## config.mk

```make
export PLATFORM = sky130hd
export DESIGN_NAME = fetch_decode_latch
export DESIGN_NICKNAME = d
export VERILOG_FILES = /design/src/rtl/fetch_decode_latch.sv
export SDC_FILE = /design/constraint.sdc
export NUM_CORES = 1
export LEC_CHECK = 0
export CAP_MARGIN = 30
export CORE_ASPECT_RATIO = 0.75
export CORE_UTILIZATION = 49
export CTS_BUF_LIST = sky130_fd_sc_hd__clkbuf_8 sky130_fd_sc_hd__clkbuf_16
export CTS_CLUSTER_SIZE = 8
export DETAILED_ROUTE_END_ITERATION = 7
export PLACE_DENSITY_LB_ADDON = 0.1
export SLEW_MARGIN = 0
export SYNTH_ARGS = -nofsm -noshare
export SYNTH_HDL_FRONTEND = slang
export SYNTH_SLANG_ARGS = --single-unit
```

## constraint.sdc

```tcl
create_clock -name clk -period 2.12 [get_ports clk]
set_clock_uncertainty 0.1 [all_clocks]
set_input_delay 0.53 -clock clk [delete_from_list [all_inputs] [get_ports clk]]
set_output_delay 0.53 -clock clk [all_outputs]
set_load 0.005 [all_outputs]
```

## src/rtl/fetch_decode_latch.sv

```systemverilog
// Fetch/decode pipeline boundary register with a 2-entry skid buffer,
// registered back-pressure, flush-to-bubble and a saturating bubble counter.
module fetch_decode_latch #(
  parameter int unsigned               ADDR_W    = 32,
  parameter int unsigned               INSTR_W   = 32,
  parameter logic [INSTR_W-1:0]        NOP_VALUE = '0,
  parameter int unsigned               CNT_W     = 16
) (
  input  logic               clk,
  input  logic               reset,
  input  logic               fetch_valid,
  input  logic [ADDR_W-1:0]  fetch_pc,
  input  logic [INSTR_W-1:0] fetch_instr,
  input  logic               flush,
  input  logic               decode_stall,
  output logic               fetch_stall,
  output logic               id_valid,
  output logic [ADDR_W-1:0]  id_pc,
  output logic [INSTR_W-1:0] id_instr,
  output logic [CNT_W-1:0]   bubble_count
);

  localparam logic [1:0] EMPTY = 2'd0;
  localparam logic [1:0] ONE   = 2'd1;
  localparam logic [1:0] FULL  = 2'd2;

  logic [1:0]         state;
  logic [ADDR_W-1:0]  out_pc;
  logic [INSTR_W-1:0] out_instr;
  logic [ADDR_W-1:0]  skid_pc;
  logic [INSTR_W-1:0] skid_instr;
  logic               acc;
  logic               adv;

  // Handshake and outputs derived purely from registered state (no input-to-output path).
  always_comb begin
    fetch_stall = (state == FULL);
    id_valid    = (state != EMPTY);
    id_pc       = out_pc;
    id_instr    = id_valid ? out_instr : NOP_VALUE;
    acc         = fetch_valid & ~fetch_stall;
    adv         = ~decode_stall;
  end

  // Occupancy FSM: output register plus one skid entry, flush drops both.
  always_ff @(posedge clk) begin
    if (!reset) begin
      state      <= EMPTY;
      out_pc     <= '0;
      out_instr  <= NOP_VALUE;
      skid_pc    <= '0;
      skid_instr <= '0;
    end else if (flush) begin
      state      <= EMPTY;
      out_instr  <= NOP_VALUE;
      skid_pc    <= '0;
      skid_instr <= '0;
    end else begin
      case (state)
        EMPTY: begin
          if (acc) begin
            state     <= ONE;
            out_pc    <= fetch_pc;
            out_instr <= fetch_instr;
          end
        end
        ONE: begin
          if (acc && adv) begin
            out_pc    <= fetch_pc;
            out_instr <= fetch_instr;
          end else if (acc) begin
            state      <= FULL;
            skid_pc    <= fetch_pc;
            skid_instr <= fetch_instr;
          end else if (adv) begin
            state <= EMPTY;
          end
        end
        FULL: begin
          if (adv) begin
            state      <= ONE;
            out_pc     <= skid_pc;
            out_instr  <= skid_instr;
            skid_pc    <= '0;
            skid_instr <= '0;
          end
        end
        default: state <= EMPTY;
      endcase
    end
  end

  // Saturating count of cycles in which decode saw a bubble.
  always_ff @(posedge clk) begin
    if (!reset) begin
      bubble_count <= '0;
    end else if ((state == EMPTY) && (bubble_count != '1)) begin
      bubble_count <= bubble_count + CNT_W'(1);
    end
  end

endmodule

```

==> key figures <==
Synth
  • Leading area contributor after synthesis: dfxtp_1
  • Yosys warnings: 0
  • Post-synth EDFFs: 0
  • Yosys top cell area share: 0.479
  • Syn Nets: 760
  • Seq cells post-synth: 146
  • Gate Count Post-Synth: 690
  • Sequential fraction of the synthesis area: 0.479
  • FFs w/ async S/R, synth: 0
  • Post-Syn Area per Cell: 8.84 um^2
  • Mapped Area: 6100 um^2
  • Top_reg_cell synth: dfxtp_1
  • Ranking of synthesized cells by area: dfxtp_1 48%, a311oi_1 9.5%, a22oi_1 7.9%, nor2_1 6.1%, mux2i_1 5.9%
  • Unique masters post-synth: 41

Timing
  • # setup viols final: 0
  • Final worst-path cycle share: 0.999
  • Fin. Hold Viols: 0
  • Final hold slack: 0.376 ns
  • Fmax: 0.472 GHz
  • Slew margin rel.: 0.703
  • Worst slew pin tran: 0.442 ns
  • RSZ-0062 raised after global routing: true
  • Post-layout minimum cycle time: 2.12 ns
  • Slew Viols, Final: 0

Critical path
  • Reg-to-Reg Start: state[1]
  • Crit path launch type: register
  • FF-to-FF End: bubble_count[14]
  • Kind of critical path: reg2out
  • CP Capture Type: output pin
  • Crit Path Max Fanout: 5
  • Reg2reg setup slack: 0.11 ns
  • WP data arrival: 1.49 ns
  • Critical Path RT: 1.49 ns
  • FF-to-FF path depth: 7

Finish
  • Final instance area: 8560 um^2
  • Final core occ: 0.721
  • Final std cells w/o fill: 1009
  • P&R area growth vs syn: 40.3%
  • N_diodes: 0
  • Share of cells above drive strength 1: 0.132
  • Post-layout net count: 904

Global route
  • Total GRT Usage: 0.272
  • Met3 Usage GRT: 0.0679
  • Initial antenna violation count: 0
  • Pin count of the biggest net entering global routing: 66
  • Met1 Resource Use GR: 0.359
  • Top Usage Layer GRT: met2
  • Met2 usage: 0.437
  • Grt ovf: 0
  • First-pass GRT wire length: 27.4 mm
  • Vias in the first global route: 5502

Place
  • HPWL Detailed: 10.4 mm
  • GPL Wtd Cong: 0.866
  • Dpl cells: 968
  • I/O Buffers: 150
  • Placed Area: 7950 um^2

Clock network
  • CTS Buffer Depth: 2
  • CTS Buf Count: 17
  • Clk pin slew, worst setup/hold paths: 0.06 ns
  • Clock Latency Late Sink: 0.41 ns
  • CTS tree: yes
  • Hold buffers post-CTS: 0
  • H-tree depth reported by CTS: 4
  • Root Driver: clkbuf_16
  • CTS Sinks: 146

Die
  • I/O pins: 151
  • Cell Rows: 34
  • Die Ht: 98.6 um
  • Core area: 11900 um^2
  • Die Wd: 131 um
  • Initial Utilization: 0.514
  • Die area: 12900 um^2

Power and ir drop
  • PnR Total Power: 6.44 mW
  • VDD IR max: 0.000612 V
  • Leak: 3.38 nW
  • Power density over the cells: 752 nW/um^2

Route
  • Via count: 5837
  • WL per Instance: 17.1 um
  • Post-Route WL: 17.3 mm
  • Vias/cell: 5.78
  • Pre-Repair DR Iteration Count: 7
  • Final ANT Viol Nets: 0
  • Iteration-0 DRC count of the detailed router: 382
  • DRC Markers: 0

Run
  • Max Cap Violations: 0

Min path
  • Hold Path Depth: 2
  • Worst hold start: skid_instr[15]
  • Hold WC Path Type: reg2reg
  • Worst Hold Path EP: out_instr[15]

Run status
  • Outcome: completed
## power breakdown
group	internal (mW)	total [mW]	switching [mW]
clock network	1.64	2.81	1.18
logic	0.389	0.739	0.351
registers	2.83	2.88	0.0521
## layer usage
layer,share of wire,wire length [um]
met5,0,0
met4,0.0094,163
met3,0.067,1150
met2,0.47,8200
met1,0.45,7780
## final cells by class
class / instances / area [um^2]
Timing Repair Buffer: 185 / 1850
Sequential cell: 146 / 2930
Tap cell: 162 / 203
Clock buffer: 18 / 439
Timing Repair inverter: 4 / 35.0
Clock inverter: 14 / 118
Multi-Input combinational cell: 475 / 2960
Fill cell: 852 / 3310
Inverter: 5 / 26.3
## cell usage in the layout, fill, tap and decap left out, types with 8 or more instances in the layout
cell | netlist | final
buf_2 | 13 | 10
a21oi_1 | 43 | 42
a22oi_1 | 64 | 64
and2_1 | 33 | 31
clkbuf_16 | 0 | 17
a311oi_1 | 66 | 66
clkbuf_2 | 0 | 10
nor2_1 | 99 | 98
clkdlybuf4s15_1 | 0 | 8
mux2i_1 | 36 | 36
clkdlybuf4s50_1 | 0 | 116
buf_12 | 0 | 14
nand2_1 | 77 | 76
buf_4 | 1 | 18
dfxtp_1 | 146 | 143
## Yosys cell counts (all sizes together), types with 4 or more instances
cell      n
a21oi    43
a311oi   66
clkbuf   49
nand4     5
mux2i    36
o31ai     4
nand3     7
or3       7
inv       4
and2     33
o21ai     6
nand2    77
a22oi    64
nor4      5
buf      15
dfxtp   146
nor2    100
## cell families after synthesis
| logic type | after synthesis | synth area share |
|---|---|---|
| AO/OA/AOI/OAI | 191 | 0.229 |
| adder cells (fa/ha/maj) | 1 | 0.00205 |
| buffers and inverters | 69 | 0.0457 |
| flip-flops | 146 | 0.479 |
| multiplexers | 37 | 0.0609 |
| AND/OR/NAND/NOR | 246 | 0.183 |
## how the worst max path moves through the flow
stage	startpoint	to	slack, ns
6_report	state[1]	id_instr[19]	0.001
5_1_grt	state[1]	id_instr[19]	-0.05
4_1_cts	state[0]	id_instr[19]	-0.009
3_5_place_dp	decode_stall	id_pc[18]	-0.21
3_3_place_gp	decode_stall	out_instr[22]	-0.07
2_1_floorplan	bubble_count[0]	bubble_count[14]	0.22
## critical path, stage by stage, from the launching register on
cell     delay [ns]
dfxtp_2        0.33
nor2_4         0.12
buf_6          0.13
buf_12         0.10
inv_8          0.04
buf_6          0.10
and2_4         0.15
buf_6          0.11
## per-stage QoR
step | TNS (ns) | setup slack [ns]
after floorplan | 0 | 0.218
after global placement | -4.91 | -0.0672
after detailed placement | -13.65 | -0.209
after CTS | -0.0221 | -0.00935
after global routing | -0.165 | -0.0510
final | 0 | 0.00139
## registers in the layout (all words and copies together), names as in the netlist
name / cells
id_pc: 32
out_instr: 32
skid_instr: 32
skid_pc: 32
bubble_count: 16
state: 2
## repair_timing
action	CTS	global route
endpoints found under the setup margin	35	28
gates cloned	4	0
pin swaps	3	2
resized for setup	91	27
setup buffers	6	0
Power figures use the tool's default switching activity.
